**config.mk**
```make
export PLATFORM = sky130hd
export DESIGN_NAME = stopwatch_ctrl
export DESIGN_NICKNAME = d
export VERILOG_FILES = /design/src/rtl/stopwatch_ctrl.sv
export SDC_FILE = /design/constraint.sdc
export NUM_CORES = 1
export LEC_CHECK = 0
export CAP_MARGIN = 20
export CORE_MARGIN = 4
export CORE_UTILIZATION = 45
export DETAILED_ROUTE_END_ITERATION = 16
export GPL_TIMING_DRIVEN = 1
export MAX_ROUTING_LAYER = met4
export PLACE_DENSITY = 0.72
export SLEW_MARGIN = 20
export SYNTH_ARGS = -nofsm -noshare
export SYNTH_HDL_FRONTEND = slang
export SYNTH_SLANG_ARGS = --single-unit
```
**constraint.sdc**
```tcl
create_clock -name clk -period 3.13 [get_ports clk]
set_clock_uncertainty 0.1 [all_clocks]
set_input_delay 0.626 -clock clk [delete_from_list [all_inputs] [get_ports clk]]
set_output_delay 0.626 -clock clk [all_outputs]
set_load 0.05 [all_outputs]
```
**src/rtl/stopwatch_ctrl.sv**
```systemverilog
// mm:ss BCD stopwatch with start/stop/pause FSM and gated seconds prescaler.
// Optional lap-hold display freeze enabled by defining STOPWATCH_LAP_EN.
module stopwatch_ctrl #(
    parameter int unsigned TICK_DIV = 32'd50_000_000
) (
    input  logic       clk,
    input  logic       rst,
    input  logic       btn_start_stop,
    input  logic       btn_clear,
`ifdef STOPWATCH_LAP_EN
    input  logic       btn_lap,
    output logic       lap_hold,
`endif
    output logic [3:0] sec_ones,
    output logic [3:0] sec_tens,
    output logic [3:0] min_ones,
    output logic [3:0] min_tens,
    output logic       running,
    output logic       tick,
    output logic       wrap
);

    localparam logic [1:0] ST_IDLE  = 2'd0;
    localparam logic [1:0] ST_RUN   = 2'd1;
    localparam logic [1:0] ST_PAUSE = 2'd2;

    localparam logic [31:0] PRESC_LAST = 32'(TICK_DIV - 1);

    logic [1:0]  state_q, state_d;
    logic [31:0] presc_q, presc_d;
    logic [3:0]  s1_q, s1_d, s10_q, s10_d, m1_q, m1_d, m10_q, m10_d;
    logic        tick_q, tick_d, wrap_q, wrap_d;
    logic        btn_ss_q, btn_clr_q;
    logic        press_ss, press_clr, tick_now;

    assign press_ss  = btn_start_stop & ~btn_ss_q;
    assign press_clr = btn_clear & ~btn_clr_q;
    assign tick_now  = (state_q == ST_RUN) && (presc_q == PRESC_LAST);

    // The prescaler advances on every edge that leaves the FSM in RUN (entry
    // and resume edges included); the pause edge holds it, so no time is lost.
    always_comb begin
        state_d = state_q;
        presc_d = presc_q;
        s1_d    = s1_q;
        s10_d   = s10_q;
        m1_d    = m1_q;
        m10_d   = m10_q;
        tick_d  = 1'b0;
        wrap_d  = 1'b0;
        case (state_q)
            ST_IDLE: begin
                presc_d = '0;
                s1_d    = '0;
                s10_d   = '0;
                m1_d    = '0;
                m10_d   = '0;
                if (press_ss) begin
                    state_d = ST_RUN;
                    presc_d = 32'd1;
                end
            end
            ST_RUN: begin
                if (tick_now) begin
                    presc_d = '0;
                    tick_d  = 1'b1;
                    if (s1_q == 4'd9) begin
                        s1_d = '0;
                        if (s10_q == 4'd5) begin
                            s10_d = '0;
                            if (m1_q == 4'd9) begin
                                m1_d = '0;
                                if (m10_q == 4'd5) begin
                                    m10_d  = '0;
                                    wrap_d = 1'b1;
                                end else begin
                                    m10_d = m10_q + 4'd1;
                                end
                            end else begin
                                m1_d = m1_q + 4'd1;
                            end
                        end else begin
                            s10_d = s10_q + 4'd1;
                        end
                    end else begin
                        s1_d = s1_q + 4'd1;
                    end
                end else if (!press_ss) begin
                    presc_d = presc_q + 32'd1;
                end
                if (press_ss) begin
                    state_d = ST_PAUSE;
                end
            end
            ST_PAUSE: begin
                if (press_clr) begin
                    state_d = ST_IDLE;
                    presc_d = '0;
                    s1_d    = '0;
                    s10_d   = '0;
                    m1_d    = '0;
                    m10_d   = '0;
                end else if (press_ss) begin
                    state_d = ST_RUN;
                    presc_d = presc_q + 32'd1;
                end
            end
            default: state_d = ST_IDLE;
        endcase
    end

    always_ff @(posedge clk) begin
        if (rst) begin
            state_q   <= ST_IDLE;
            presc_q   <= '0;
            s1_q      <= '0;
            s10_q     <= '0;
            m1_q      <= '0;
            m10_q     <= '0;
            tick_q    <= 1'b0;
            wrap_q    <= 1'b0;
            btn_ss_q  <= 1'b0;
            btn_clr_q <= 1'b0;
        end else begin
            state_q   <= state_d;
            presc_q   <= presc_d;
            s1_q      <= s1_d;
            s10_q     <= s10_d;
            m1_q      <= m1_d;
            m10_q     <= m10_d;
            tick_q    <= tick_d;
            wrap_q    <= wrap_d;
            btn_ss_q  <= btn_start_stop;
            btn_clr_q <= btn_clear;
        end
    end

    assign running = (state_q == ST_RUN);
    assign tick    = tick_q;
    assign wrap    = wrap_q;

`ifdef STOPWATCH_LAP_EN
    logic        btn_lap_q, lap_q, lap_d, press_lap;
    logic [15:0] disp_q, disp_d;

    assign press_lap = btn_lap & ~btn_lap_q;

    // Display register tracks the next count unless a hold is already active.
    always_comb begin
        lap_d = lap_q;
        if (state_d != ST_RUN) begin
            lap_d = 1'b0;
        end else if ((state_q == ST_RUN) && press_lap) begin
            lap_d = ~lap_q;
        end
        disp_d = (lap_q && lap_d) ? disp_q : {m10_d, m1_d, s10_d, s1_d};
    end

    always_ff @(posedge clk) begin
        if (rst) begin
            btn_lap_q <= 1'b0;
            lap_q     <= 1'b0;
            disp_q    <= '0;
        end else begin
            btn_lap_q <= btn_lap;
            lap_q     <= lap_d;
            disp_q    <= disp_d;
        end
    end

    assign lap_hold = lap_q;
    assign min_tens = disp_q[15:12];
    assign min_ones = disp_q[11:8];
    assign sec_tens = disp_q[7:4];
    assign sec_ones = disp_q[3:0];
`else
    assign min_tens = m10_q;
    assign min_ones = m1_q;
    assign sec_tens = s10_q;
    assign sec_ones = s1_q;
`endif

endmodule

```
Yosys cells after proc, flatten, opt, wreduce, memory -nomap -nowiden:

Cells that the tools add are included.

* flip-flop bits (word level): 54
* word-level logic and storage cells: 80

* reduce and logical (&&, ||, !) cells: 10
* multiplexer cells: 31
* add/sub/neg operators: 5
* bitwise operators: 9
* eq/ne operators: 15

Operators with widths (number)
* $mux 32: 4
* $pmux 32 s3: 1
* $mux 4: 15
* $pmux 4 s3: 4
* $add 32x1->32 const B: 1
* $eq 32x26->1 const B: 1
* $add 4x1->4 const B: 4
* $ne 2x1->1 const B: 5
* $eq 4x3->1 const B: 2
* $eq 4x4->1 const B: 2
* $not 1->1: 7
* $mux 2: 3
* $pmux 2 s3: 1
* $reduce_and 3->1: 2
* $reduce_and 6->1: 1
* $reduce_or 6->1: 1
* $reduce_and 5->1: 1
* $reduce_and 4->1: 1
* $mux 1: 3
* $ne 3x2->1 const B: 1
* $ne 3x3->1 const B: 1
* $reduce_bool 3->1: 1
* $and 1x1->1: 2
* $eq 2x1->1 const B: 1
* 5 further kinds: 5

Depth between registers and ports, before layout:

* depth in word-level cells: 7
* depth in mapped cells: 9
* gate-level depth less buffers: 8

Least setup slack after synthesis:

No wires, ideal clock.

* path kind: reg-to-reg
* start: register s1_q[0] (netlist: sec_ones[0])
* end: register m10_q[3] (netlist: min_tens[3])
* setup slack: 0.729 ns
* period minus slack after synthesis: 2.401 ns
* library setup time: 0.088 ns
* arrival time: 2.213 ns
* cell stages (with the launch flop): 8
* cell sequence: dfxtp_1 > ha_1 > nand3b_1 > nand2b_1 > nor4_2 > nand2_1 > or4b_4 > o31ai_1

* longest elaborated chain between the ends: 3

RTL lines
* start, declared: line 31 `logic [3:0] s1_q, s1_d, s10_q, s10_d, m1_q, m1_d, m10_q, m10_d;`
* start signal, assigned: line 116 `s1_q <= '0;`
* start signal, assigned: line 127 `s1_q <= s1_d;`
* $eq 4x4->1: line 67 `if (s1_q == 4'd9) begin`
* $ne 2x1->1 (no source line)
* $reduce_and 6->1 (no source line)
* end signal, assigned: line 130 `m10_q <= m10_d;`
* end, declared: line 31

Every way passes these cells.
A chain may end at the register's enable or synchronous reset.

Worst setup path after layout:

* start: register presc_q[0]
* end: register s10_q[3] (netlist: sec_tens[3])

* longest elaborated chain between the ends: 4

RTL lines
* start, declared: line 30 `logic [31:0] presc_q, presc_d;`
* start signal, assigned: line 126 `presc_q <= presc_d;`
* $eq 32x26->1: line 38 `assign tick_now = (state_q == ST_RUN) && (presc_q == PRESC_LAST);`
* $logic_and 1x1->1: line 38
* $ne 2x1->1 (no source line)
* $reduce_and 4->1 (no source line)
* end signal, assigned: line 117 `s10_q <= '0;`
* end signal, assigned: line 128 `s10_q <= s10_d;`
* end, declared: line 31

Every way passes these cells.

==> impl_metrics.yaml <==
status:
  status: "complete, no violations"
yosys:
  synth_area_um2: 3170
  synth.most_common_cell: "dfxtp_1"
  yosys.area_share.adder_pct: 5.52
  ys_seq_area_share_pct: 34.1
  synth_top_area_share_pct: 34.1
  synth_top_family_by_area: "simple AND/OR/NAND/NOR gates"
  yosysTopAreaCell: "dfxtp_1"
  yosys-top-cells-area: "dfxtp_1, ha_1, nor2_1"
  synth_ff_type: "dfxtp_1"
  ys_warn_count: 0
  synthCells: 374
  synth_edf_count: 0
  netlist_top_cells_count: "dfxtp_1, nor2_1, a21oi_1"
  synthXorXnorAreaFrac_pct: 6.62
  yosys-mux-area-fraction_pct: 0.631
  avgSynthCellArea_um2: 8.49
  synth_compound_area_share_pct: 16.6
  async_reset_ff_share_pct: 0
  ys_seq_elements: 54
  syn_nets: 392
  synth-simple-area-share_pct: 33.2
  ys_types: 58
setup_path:
  crit_required_ns: 3.29
  critPathKind: "register to register"
  cp.arrival_ns: 2.82
  r2r_end: "sec_tens[3]"
  cp-end-kind: "register"
  r2r.worst_path.cells: 7
  cp_max_fo: 7
  cp-start-kind: "register"
  r2r_start: "presc_q[0]"
  reg2reg_setup_slack_ns: 0.48
clock_network:
  cts_tree: "yes"
  clk_latency_ns: 0.31
  cts.clk_slew.worst_paths_ns: 0.10
  clockBufferDepth: 2
  post_cts_buffers: 0
  cts_htree_levels: 2
  hold_buffers: 0
  cts.sinks: 54
  ctsRootBufferMaster: "clkbuf_8"
  post_cts_resized: 0
  numCtsBuffers: 5
global_routing:
  grt_overflow_total: 0
  met1_usage_pct: 24.2
  met2_usage_pct: 27.8
  top_usage_layer: "met2"
  grt_pass1_wl_um: 12400
  grt_max_degree: 26
  antenna_found_initial: 0
  grt_pass1_vias: 2623
  met3_usage_pct: 3.36
  track_usage_pct: 18.0
min_path:
  hold_path_class: "register to register"
  hold_path_depth: 1
  worst_hold_path.endpoint: "min_tens[3]"
  hold_path_startpoint: "min_tens[3]"
sta:
  tightest_slew_ns: 0.563
  whs_ns: 0.416
  max_freq_mhz: 377
  hold_violations: 0
  slew_viol_final: 0
  setup_viol: 0
  slew_headroom_pct: 62.2
  finalCriticalPeriod_ns: 2.65
  fin_setup_tns_ns: 0
  rsz0062_at_grt: "false"
  timing.final.crit_share_pct: 84.8
floorplan:
  dieArea_um2: 8460
  start_util_pct: 46.5
  io_pins: 23
  core-area_um2: 6830
  die_y_um: 92.0
  die_w_um: 92.0
  row_count: 30
layout:
  area_growth_pct: 13.7
  diodes: 0
  nets: 418
  final_util_pct: 52.8
  n_fill_cell: 658
  drive_above_1_share_pct: 9.75
run:
  max_cap_viol_count: 0
detailed_routing:
  drtIter0Drc: 164
  route.detailed.drc: 0
  num_vias: 2834
  drtAntennaViolNets: 0
  detail_route.first_pass.iterations: 4
  via_per_inst: 5.71
  drt_wl_total_um: 7140
  detail_route.wl_per_cell_um: 14.4
power_and_ir_drop:
  pwr-share-clk_pct: 31.2
  p_comb_share_pct: 11.3
  seqPwrFrac_pct: 57.5
  netSwitchingPower_w: 0.000322
  ir_drop_mv: 0.157
  power_density_nw_per_um2: 337
  internal-power_w: 0.000895
  p_leak_nw: 1.18
  switching_share_pct: 26.5
placed_design:
  dpl.hpwl_um: 5160
  portBuffers: 22
  gp_congestion: 0.874
==> layout by cell type (no fill, tap or decap), types with 2 or more instances in the layout <==
cell,netlist,routed
dfxtp_1,54,54
nor2_1,38,38
a21oi_1,26,26
nand2_1,24,24
clkdlybuf4s50_1,0,22
o21ai_0,17,17
nand3_1,15,15
ha_1,14,14
inv_1,13,13
xnor2_1,13,13
nor3_1,11,11
xor2_1,11,11
nand4_1,10,10
buf_4,0,10
or3_1,9,9
o211ai_1,9,9
nor4_1,8,8
nor2b_1,8,8
nand3b_1,6,6
a31oi_1,6,6
a211oi_1,6,6
and3_1,5,5
or4_1,5,5
clkbuf_8,0,5
nand2b_1,4,4
and4_1,4,4
o31ai_1,4,4
a21o_1,3,3
nor4_4,3,3
and2_1,3,3
nor4_2,2,2
nand4_2,2,2
nand2_2,2,2
o2111ai_1,2,2
and3_2,2,2
mux2i_1,2,2
==> area by class of cell <==
type | count | area, µm² | area share (%)
Inverter | 13 | 48.8 | 1.35
Multi-Input combinational cell | 294 | 1980 | 55.0
Sequential cell | 54 | 1080 | 29.9
Tap cell | 96 | 120 | 3.33
Clock buffer | 6 | 72.6 | 2.01
Timing Repair Buffer | 32 | 295 | 8.18
Clock inverter | 1 | 7.51 | 0.208
==> metrics by stage <==
stage	instances	power (W)	setup WS, ns	instance area, µm²
after detailed placement	489	0.000852	0.261	3530
final	496	0.00122	0.477	3610
after CTS	496	0.00123	0.539	3610
after global routing	496	0.00127	0.377	3610
after global placement	489	0.000850	0.310	3530
after floorplan	374	0.000813	0.729	3170
==> cell families after synthesis <==
kind of cell / after synthesis
AND/OR/NAND/NOR: 171
AO/OA/AOI/OAI: 83
flip-flops: 54
buffers and inverters: 26
XOR/XNOR: 24
adder cells (fa/ha/maj): 14
multiplexers: 2
==> per-layer routing <==
layer	wire (µm)	part of all wire, %	vias to the layer above
met5	0	0	-
met4	110	1.5	0
met3	349	4.9	10
met2	3300	46	71
met1	3390	47	1334
li1	-	-	1419
==> worst max-delay path by stage <==
stage                 from     endpoint  slack, ns  cells past startpoint
2_1_floorplan  sec_ones[0]  min_tens[3]       0.73                      7
3_3_place_gp     btn_clear  presc_q[31]       0.31                      7
3_5_place_dp     btn_clear  presc_q[31]       0.26                      7
4_1_cts         presc_q[0]  sec_tens[3]       0.54                      7
5_1_grt         presc_q[0]  sec_tens[3]       0.38                      7
6_report        presc_q[0]  sec_tens[3]       0.48                      7
==> worst max-delay path: stages, from the launching register on <==
cell and delay, ns:
dfxtp_1 0.43, ha_1 0.32, nand2_1 0.15, nor4_4 0.52, nand2_2 0.15, or4_1 0.58
nor3_1 0.25, a21o_1 0.11
==> state kept, by name, summed over array words and instances (netlist names), 2 cells and up <==
name and count:
min_tens 4, min_ones 4, presc_q 32, sec_tens 4, sec_ones 4, state_q 2
==> power by group through the flow <==
stage / Combinational (W) / Sequential [W] / Clock (W)
global route: 0.000153 / 0.000702 / 0.000419
detailed placement: 0.000136 / 0.000716 / 0
CTS: 0.000137 / 0.000700 / 0.000393
finish: 0.000138 / 0.000700 / 0.000379
floorplan: 0.0000928 / 0.000720 / 0
global placement: 0.000134 / 0.000716 / 0
No activity file was read; power rests on OpenSTA's default activity.
